<file path="config.mk">
export PLATFORM = sky130hd
export DESIGN_NAME = ifetch
export DESIGN_NICKNAME = d
export VERILOG_FILES = /design/src/rtl/ifetch.sv
export SDC_FILE = /design/constraint.sdc
export NUM_CORES = 1
export LEC_CHECK = 0
export CAP_MARGIN = 25
export CORE_MARGIN = 10
export CORE_UTILIZATION = 30
export CTS_BUF_LIST = sky130_fd_sc_hd__clkbuf_8
export DETAILED_ROUTE_END_ITERATION = 10
export HOLD_SLACK_MARGIN = 0.06
export PLACE_DENSITY_LB_ADDON = 0.15
export SETUP_SLACK_MARGIN = 0.5
export SYNTH_ARGS = -nofsm -noshare
export SYNTH_HDL_FRONTEND = slang
export SYNTH_SLANG_ARGS = --single-unit
</file>
<file path="constraint.sdc">
create_clock -name clock -period 2.05 [get_ports clock]
set_input_delay 0.3075 -clock clock [delete_from_list [all_inputs] [get_ports clock]]
set_output_delay 0.3075 -clock clock [all_outputs]
set_load 0.02 [all_outputs]
</file>
<file path="src/rtl/ifetch.sv">
`default_nettype none
// ============================================================================
// Module      : ifetch
// Description : Single-outstanding-request instruction fetch stage with
//               redirect (flush) handling, decode back-pressure and a sticky
//               memory-timeout flag.
// Revision    : 1.0 - initial release
// ============================================================================
module ifetch #(
    parameter int n   = 32,
    parameter int TMO = 15
) (
    input  logic         clock,
    input  logic         reset,
    input  logic [n-1:0] pc,
    input  logic         flush,
    input  logic         imem_ack,
    input  logic [31:0]  imem_rdata,
    input  logic         dec_ready,
    output logic         imem_req,
    output logic [n-1:0] imem_addr,
    output logic [31:0]  instr,
    output logic [n-1:0] instr_pc,
    output logic         instr_valid,
    output logic         pc_advance,
    output logic         fetch_err
);

    localparam int             c_CW  = (TMO < 1) ? 1 : $clog2(TMO + 1);
    localparam logic [c_CW-1:0] c_TMO = c_CW'(TMO);

    typedef enum logic [1:0] {
        IDLE  = 2'd0,
        REQ   = 2'd1,
        HOLD  = 2'd2,
        DRAIN = 2'd3
    } state_t;

    state_t           r_state;
    logic [c_CW-1:0]  r_cnt;
    logic [c_CW-1:0]  w_cnt_nxt;

    // Wait counter saturates so a hung memory cannot wrap it back below TMO.
    assign w_cnt_nxt = (r_cnt == c_TMO) ? r_cnt : r_cnt + 1'b1;

    always_ff @(posedge clock) begin
        if (reset) begin
            r_state     <= IDLE;
            r_cnt       <= '0;
            imem_req    <= 1'b0;
            imem_addr   <= '0;
            instr       <= '0;
            instr_pc    <= '0;
            instr_valid <= 1'b0;
            pc_advance  <= 1'b0;
            fetch_err   <= 1'b0;
        end else begin
            pc_advance <= 1'b0;
            case (r_state)
                IDLE: begin
                    if (!flush) begin
                        r_state   <= REQ;
                        imem_req  <= 1'b1;
                        imem_addr <= pc;
                        r_cnt     <= '0;
                    end
                end

                REQ: begin
                    if (flush) begin
                        if (imem_ack) begin
                            r_state  <= IDLE;
                            imem_req <= 1'b0;
                        end else begin
                            // Request already issued: keep it up until memory answers.
                            r_state <= DRAIN;
                            r_cnt   <= '0;
                        end
                    end else if (imem_ack) begin
                        r_state     <= HOLD;
                        imem_req    <= 1'b0;
                        instr       <= imem_rdata;
                        instr_pc    <= imem_addr;
                        instr_valid <= 1'b1;
                        pc_advance  <= 1'b1;
                    end else begin
                        r_cnt <= w_cnt_nxt;
                        if (w_cnt_nxt == c_TMO) begin
                            fetch_err <= 1'b1;
                        end
                    end
                end

                HOLD: begin
                    if (flush) begin
                        r_state     <= IDLE;
                        instr_valid <= 1'b0;
                    end else if (dec_ready) begin
                        r_state     <= REQ;
                        instr_valid <= 1'b0;
                        imem_req    <= 1'b1;
                        imem_addr   <= pc;
                        r_cnt       <= '0;
                    end
                end

                DRAIN: begin
                    if (imem_ack) begin
                        r_state  <= IDLE;
                        imem_req <= 1'b0;
                    end else begin
                        r_cnt <= w_cnt_nxt;
                        if (w_cnt_nxt == c_TMO) begin
                            fetch_err <= 1'b1;
                        end
                    end
                end

                default: begin
                    r_state  <= IDLE;
                    imem_req <= 1'b0;
                end
            endcase
        end
    end

endmodule
`default_nettype wire
</file>
# Yosys cells after proc, flatten, opt, wreduce, memory -nomap -nowiden
# Cells that the tools add are included.
word_totals:
  ff_bits: 106
  latch_bits: 0
  ramBits: 0
  mem_bits_ro: 0
  input_bits: 69
  elab_cells: 75
  memories: 0
classes:
  addsub: 1
  n_mul: 0
  div: 0
  order_cmp: 0
  n_eq_ne: 15
  shifts: 0
  mux: 35
  bitwise_logic: 2
  n_reduce_logical: 13
ops:
  columns: ["op", "count"]
  rows:
  - ["two-way mux 32 bit", 3]
  - ["one-hot mux 32 bit (2 select lines)", 1]
  - ["two-way mux 4 bit", 7]
  - ["AND reduction 4 bit", 5]
  - ["one-hot mux 4 bit (4 select lines)", 1]
  - ["two-way mux 2 bit", 7]
  - ["two-way mux 1 bit", 12]
  - ["!= test 2 bit, second input constant", 6]
  - ["!= test 3 bit, second input constant", 3]
  - ["== test 4 bit, second input constant", 2]
  - ["one-hot mux 2 bit (4 select lines)", 1]
  - ["nonzero test 2 bit", 3]
  - ["adder 4 x 1 -> 4 bit, second input constant", 1]
  - ["== test 2 bit, second input constant", 2]
  - ["one-hot mux 1 bit (2 select lines)", 2]
  - ["one-hot mux 1 bit (3 select lines)", 1]
  - ["AND reduction 3 bit", 1]
  - ["OR reduction 3 bit", 1]
  - ["== test 2 x 1 -> 1 bit, second input constant", 1]
  - ["logical NOT 2 bit", 1]
  - ["!= test 2 x 1 -> 1 bit, second input constant", 1]
  - ["inverter 1 bit", 2]
  - ["AND reduction 2 bit", 1]
  - ["OR reduction 2 bit", 1]

# Longest topological paths before layout
# Gate-level depths: netlist (run 1).
depth:
  depth_word: 7
  mapped_depth: 7

# Worst setup path before layout (run 1)
# Ideal clock, no wire load.
synth_timing:
  path_type: "reg-to-reg"
  start: "register r_cnt[0]"
  end: "register r_cnt[0]"
  setup_time_ns: 0.070
  t_arrival_ns: 1.199
  required_ns: 1.980
  slack_ns: 0.781
  path_stages_with_launch: 5
  path_buffers: 0
  synth_period_minus_slack_ns: 1.269
  path_cell_list: "dfxtp_1 > ha_1 > and3_1 > or3_1 > a21oi_1"
synth_between:
  elab_chain_cells: 5
  word_cells_on_any_way: 6
  classes_between: "add/sub: 1; eq/ne: 1; mux: 4"
synth_lines:
  columns: ["element", "line_no", "text"]
  rows:
  - ["start: declaration", "40", "logic [c_CW-1:0] r_cnt;"]
  - ["start signal: assignment", "87", "r_cnt <= w_cnt_nxt;"]
  - ["start signal: assignment", "112", "r_cnt <= w_cnt_nxt;"]
  - ["adder 4 x 1 -> 4 bit / == test 4 bit (equally long branches)", "44", "assign w_cnt_nxt = (r_cnt == c_TMO) ? r_cnt : r_cnt + 1'b1;"]
  - ["two-way mux 4 bit", "44", null]
  - ["two-way mux 4 bit (*)", "79, 108", null]
  - ["two-way mux 4 bit", "70", "if (flush) begin"]
  - ["one-hot mux 4 bit (4 select lines) (*)", "59", "case (r_state)"]
# Every way passes the cells marked *; elsewhere a longest branch is shown, timed or not.
# A chain may end at the register's enable or synchronous reset.

# Worst setup path after layout (run 1)
layout_timing:
  start: "register imem_addr[31]"
  end: "output imem_addr[31]"
layout_rtl:
  columns: ["element", "line_no", "text"]
  rows:
  - ["start: declaration", "21", "output logic [n-1:0] imem_addr,"]
  - ["start signal: assignment", "64", "imem_addr <= pc;"]
  - ["start signal: assignment", "102", "imem_addr <= pc;"]
# No word-level cell between the ends.

==> results of run 1 <==
==> layout make-up <==
class / count / area (µm²)
Clock buffer: 11 / 151.4
Clock inverter: 5 / 77.57
Fill cell: 1289 / 6790
Multi-Input combinational cell: 337 / 1643
Sequential cell: 106 / 2125
Tap cell: 172 / 215.2
Timing Repair Buffer: 184 / 1772
==> flip-flops by register name (all words and copies together), names as in the netlist <==
| signal | count |
|---|---|
| pc_advance | 1 |
| imem_addr | 32 |
| instr | 32 |
| instr_valid | 1 |
| r_state | 2 |
| r_cnt | 4 |
| instr_pc | 32 |
| imem_req | 1 |
| fetch_err | 1 |
==> power by group through the flow <==
stage	sequential, W	clock, W	combinational (W)
2_1_floorplan	0.00229	0	0.000218
3_3_place_gp	0.00222	0	0.000609
3_5_place_dp	0.00223	0	0.000615
4_1_cts	0.00218	0.00152	0.000576
5_1_grt	0.00219	0.00161	0.000622
6_report	0.00218	0.00145	0.000573
==> per-layer routing <==
metal	vias to the layer above	global-route usage (%)	wire length, µm	share of wire [%]
met5	-	0	0	0
met4	0	2.418	78	0.60
met3	5	9.050	1814	14
met2	143	21.81	5714	44
met1	1700	15.48	5354	41
li1	1868	-	-	-
==> per-stage QoR <==
| step | cells | hold WS (ns) | util [%] |
|---|---|---|---|
| 6_report | 815 | 0.3489 | 46.84 |
| 5_1_grt | 815 | 0.3367 | 46.84 |
| 4_1_cts | 811 | 0.3280 | 46.42 |
| 3_5_place_dp | 795 | 0.4456 | 45.60 |
| 3_3_place_gp | 795 | 0.4405 | 45.60 |
| 2_1_floorplan | 478 | 0.4435 | - |
==> cells in the mapped netlist, drive strengths merged (2+ instances only) <==
library cell  number  area, µm²
buf               27      170.2
o21ai              4      20.01
clkbuf             8      30.03
nand2            196      780.8
nor2               8      30.03
nor3               4      30.03
a21oi            102      578.1
nand3              2      10.01
nand2b             3      18.77
dfxtp            106       2122
o31ai              2      15.01
nor2b              2      20.02
mux2               2      22.52
==> what timing repair did <==
action	CTS	global route
setup endpoints to repair	102	35
buffers inserted	0	3
gates resized for setup	101	3
gates cloned	0	1
pin swaps	0	1
==> path summary, 6_finish.rpt <==
kind                         startpoint                    endpoint  slack, ns
max          imem_addr[31]$_SDFFE_PP0P_               imem_addr[31]       0.58
min                               reset  imem_addr[19]$_SDFFE_PP0P_       0.35
max reg2reg     r_state[0]$_SDFFE_PP0P_      instr[30]$_SDFFE_PP0P_       0.61
min reg2reg   instr_pc[28]$_SDFFE_PP0P_   instr_pc[28]$_SDFFE_PP0P_       0.45
==> cells by family after synthesis <==
family	count (synthesis)	share of synthesized area [%]
AO/OA/AOI/OAI	113	16.52
adder cells (fa/ha/maj)	1	0.3171
buffers and inverters	35	5.074
flip-flops	106	53.79
multiplexers	3	0.8246
AND/OR/NAND/NOR	220	23.47
==> results.sh, run 1 <==
export IMPL_insertedDiodeCount=0
export IMPL_layout_commonest_cell="nand2_1"
export IMPL_port_buffers=168
export IMPL_first_pass_iters=4
export IMPL_tightest_slew_ns=0.4345
export IMPL_avgSynthCellArea_um2=8.253
export IMPL_sw_frac_of_total_pct=25.23
export IMPL_setup_viol=0
export IMPL_netlist_instances=478
export IMPL_core_area_um2=12770
export IMPL_cp_max_fo=3
export IMPL_clock_latency_ns=0.38
export IMPL_cp_cell_sequence="dlygate4sd2_1"
export IMPL_crit_buf_inv=1
export IMPL_p_switching_w=0.001061
export IMPL_ios=169
export IMPL_cts_max_level=3
export IMPL_die_height_um=134.7
export IMPL_final_cell_area_um2=5983
export IMPL_ys_seq_area_share_pct=53.79
export IMPL_dpl_worst_slack_ns=0.1271
export IMPL_tritoncts="built"
export IMPL_routedWlPerCell_um=15.90
export IMPL_end_kind="primary output"
export IMPL_fmaxAchievable_mhz=680.7
export IMPL_grt_pass1_vias=3728
export IMPL_finalPower_w=0.004203
export IMPL_path_clk_slew_ns=0.09
export IMPL_cp_start_kind="flop"
export IMPL_outcome="completed"
export IMPL_grt_pass1_wl_mm=20.11
export IMPL_antenna_found_initial=0
export IMPL_crit_path_top_delay_cell="dfxtp_1"
export IMPL_die_area_um2=18140
export IMPL_layout_area_overhead_vs_synth_pct=51.67
export IMPL_drc=0
export IMPL_synthDistinctLibCells=34
export IMPL_dp_hpwl_mm=9.253
export IMPL_routed_wirelength_mm=12.96
export IMPL_grt_max_degree=52
export IMPL_placed_cell_area_um2=5824
export IMPL_synth_edf_count=0
export IMPL_cap_viol_max_count=0
export IMPL_overflow=0
export IMPL_worst_path_stages=1
export IMPL_yosysWarnings=0
export IMPL_period_minus_slack_ns=1.469
export IMPL_synth_seq_cells=106
export IMPL_final_cell_mix="178 x nand2_1, 104 x dfxtp_1, 100 x dlygate4sd2_1"
export IMPL_cts_sinks=106
export IMPL_syn_cell_area_um2=3945
export IMPL_cts_hold_buf=0
export IMPL_vias=3716
export IMPL_gp_congestion=0.7839
export IMPL_async_flop_share_pct=0
export IMPL_leakage_nw=2.546
export IMPL_syn_nets=548
export IMPL_crit_family="flip-flops"
export IMPL_rows=41
export IMPL_p_comb_share_pct=13.6
export IMPL_fin_ws_ns=0.5810
export IMPL_vdd_ir_drop_worst_uv=482.1
export IMPL_fp_dieW_um=134.7
export IMPL_max_clock_path_buffers=2
export IMPL_relSlewSlack_pct=71.03
export IMPL_nets=708
export IMPL_pwr_share_seq_pct=51.8
export IMPL_final_layout_size_suffix_gt1_share_pct=11.98
export IMPL_power_density_nw_per_um2=702.5
export IMPL_finalCritPeriodShare_pct=71.66
export IMPL_first_iter_violations=136
export IMPL_power_internal_w=0.003142
export IMPL_whs_path_depth=2
export IMPL_antenna_left=0
export IMPL_cts_buffers_inserted=9
export IMPL_start_util_pct=30.88
export IMPL_rsz0062_at_grt="false"
export IMPL_hp_class="input pin to flop"
export IMPL_maxSlewViolCount=0
export IMPL_hold_viol_final=0
export IMPL_fin_worst_skew_ns=0.006548
export IMPL_cts_root_buffer="clkbuf_8"
export IMPL_pwr_share_clk_pct=34.6
export IMPL_viasPerCell=4.560
export IMPL_crit_arrival_ns=1.16
export IMPL_path_class="flop to primary output"
export IMPL_track_usage_pct=13.85
export IMPL_synth_main_ff_cell="dfxtp_1"
export IMPL_worst_endpoint_required_ns=1.74
export IMPL_reg2regPathDepth=6
export IMPL_final_setup_tns_ns=0
export IMPL_slowest_delay_ns=0.40
Note: power is estimated with default switching activity, not from simulation.
==> run 2: changes to the inputs <==
==> constraint.sdc (replaced) <==
create_clock -name clock -period 1.5 [get_ports clock]
set_input_delay 0.225 -clock clock [delete_from_list [all_inputs] [get_ports clock]]
set_output_delay 0.225 -clock clock [all_outputs]
set_load 0.02 [all_outputs]
==> results.sh, run 2 (synthesis gave the netlist of run 1 again) <==
export IMPL_grt_max_degree=63
export IMPL_placed_cell_area_um2=5942
export IMPL_grt_pass1_wl_mm=20.53
export IMPL_port_buffers=168
export IMPL_first_pass_iters=5
export IMPL_die_area_um2=18140
export IMPL_start_util_pct=30.88
export IMPL_cts_buffers_inserted=9
export IMPL_reg2regPathDepth=4
export IMPL_cp_max_fo=10
export IMPL_finalCritPeriodShare_pct=92.12
export IMPL_power_density_nw_per_um2=840.0
export IMPL_tritoncts="built"
export IMPL_dpl_worst_slack_ns=-0.2239
export IMPL_outcome="completed"
export IMPL_final_cell_area_um2=7288
export IMPL_cp_start_kind="input pin"
export IMPL_fp_dieW_um=134.7
export IMPL_finalPower_w=0.006122
export IMPL_track_usage_pct=14.04
export IMPL_period_minus_slack_ns=1.382
export IMPL_cts_root_buffer="clkbuf_8"
export IMPL_fin_worst_skew_ns=0.005615
export IMPL_antenna_left=0
export IMPL_vdd_ir_drop_worst_uv=566.1
export IMPL_leakage_nw=2.997
export IMPL_insertedDiodeCount=0
export IMPL_crit_arrival_ns=1.70
export IMPL_hp_class="input pin to flop"
export IMPL_tightest_slew_ns=0.3555
export IMPL_crit_path_top_delay_cell="clkdlybuf4s50_1"
export IMPL_die_height_um=134.7
export IMPL_final_layout_size_suffix_gt1_share_pct=55.68
export IMPL_fmaxAchievable_mhz=723.7
export IMPL_grt_pass1_vias=3945
export IMPL_n_fill_cell=1110
export IMPL_whs_path_depth=2
export IMPL_dp_hpwl_mm=8.858
export IMPL_holdPathEnd="instr[19]$_SDFFE_PP0P_"
export IMPL_rr_startpoint="r_state[1]$_SDFFE_PP0P_"
export IMPL_cap_viol_max_count=0
export IMPL_final_util_pct=57.06
export IMPL_slowest_delay_ns=0.47
export IMPL_routed_wirelength_mm=14.18
export IMPL_path_class="input pin to flop"
export IMPL_drc=0
export IMPL_r2r_slack_ns=0.12
export IMPL_viasPerCell=4.571
export IMPL_first_iter_violations=181
export IMPL_relSlewSlack_pct=76.26
export IMPL_vias=4004
export IMPL_min_from="reset"
export IMPL_worst_endpoint_required_ns=1.81
export IMPL_cp_cell_sequence="clkdlybuf4s50_1 -> buf_12 -> o31a_1 -> or3_1 -> a21oi_2"
export IMPL_layout_area_overhead_vs_synth_pct=84.74
export IMPL_rsz0062_at_grt="true"
export IMPL_r2r_end="r_cnt[0]$_SDFFE_PP0P_"
export IMPL_nets=769
export IMPL_rows=41
export IMPL_routedWlPerCell_um=16.19
export IMPL_ios=169
export IMPL_setup_viol=0
export IMPL_end_kind="flop"
export IMPL_cts_max_level=3
export IMPL_reg_largest_list="imem_addr: 32 flops, instr: 32 flops, instr_pc: 32 flops"
export IMPL_final_cell_mix="157 x nand2_1, 103 x buf_6, 100 x dfxtp_2"
export IMPL_cts_sinks=106
export IMPL_path_clk_slew_ns=0.10
export IMPL_antenna_found_initial=0
export IMPL_maxSlewViolCount=0
export IMPL_layout_commonest_cell="nand2_1"
export IMPL_max_clock_path_buffers=2
export IMPL_gp_congestion=0.7876
export IMPL_clock_latency_ns=0.38
export IMPL_overflow=0
export IMPL_hold_viol_final=0
export IMPL_core_area_um2=12770
export IMPL_fin_ws_ns=0.1182
## run 2: cell types whose count changed in the layout (fill, tap and decap cells not counted), moves of 21 or more
cell,previous run,this run
nand2_1,178,157
dfxtp_1,104,2
dlygate4sd2_1,100,0
buf_6,0,103
a21oi_2,18,40
dfxtp_2,2,100
buf_4,10,56
a21oi_1,84,62
## run 2: worst max-delay path by stage
stage	from	end	depth (start not counted)
after detailed placement	flush	r_cnt[3]$_SDFFE_PP0P_	5
after CTS	r_state[1]$_SDFFE_PP0P_	r_cnt[0]$_SDFFE_PP0P_	4
after global placement	flush	r_cnt[0]$_SDFFE_PP0P_	5
after floorplan	r_state[1]$_SDFFE_PP0P_	r_cnt[0]$_SDFFE_PP0P_	4
final	flush	r_cnt[0]$_SDFFE_PP0P_	5
after global routing	r_state[0]$_SDFFE_PP0P_	instr_pc[13]$_SDFFE_PP0P_	7
## run 2: cell type report
cell class | instances | area [µm²] | share of cell area [%]
clock buffer | 10 | 137.6 | 1.888
clock inverter | 6 | 88.84 | 1.219
multi-input combinational | 337 | 1928 | 26.45
sequential | 106 | 2262 | 31.04
tap | 172 | 215.2 | 2.953
timing repair buffer | 245 | 2656 | 36.45
## run 2: worst max-delay path, delay by kind of cell
family	cells	cell delay, ns
simple gates	1	0.35
buf+inv	2	0.65
compound gates	2	0.46
## run 2: per-stage QoR
stage	hold WS, ns	instances	TNS [ns]
global placement	0.4418	799	-11.70
global route	0.1220	876	0
floorplan	0.3610	478	0
CTS	0.1059	852	0
detailed placement	0.4466	799	-14.36
finish	0.1291	876	0
## run 2: repair_timing
item,CTS,global route
setup buffers,36,19
hold buffers,0,0
setup endpoints to repair,206,206
pin swaps,1,22
cloned,1,5
resized for setup,708,77
## run 2: layer usage
layer  vias to the layer above  wire length (µm)  track usage, %
met5                         -                 0               0
met4                         0               193           5.079
met3                        13              1434           6.677
met2                       134              6740           22.71
met1                      1861              5814           15.75
li1                       1996                 -               -
## run 2: power breakdown
part           switching, W  internal [W]
Combinational      0.000531      0.000629
Clock              0.000989      0.000988
Sequential        0.0000710       0.00292
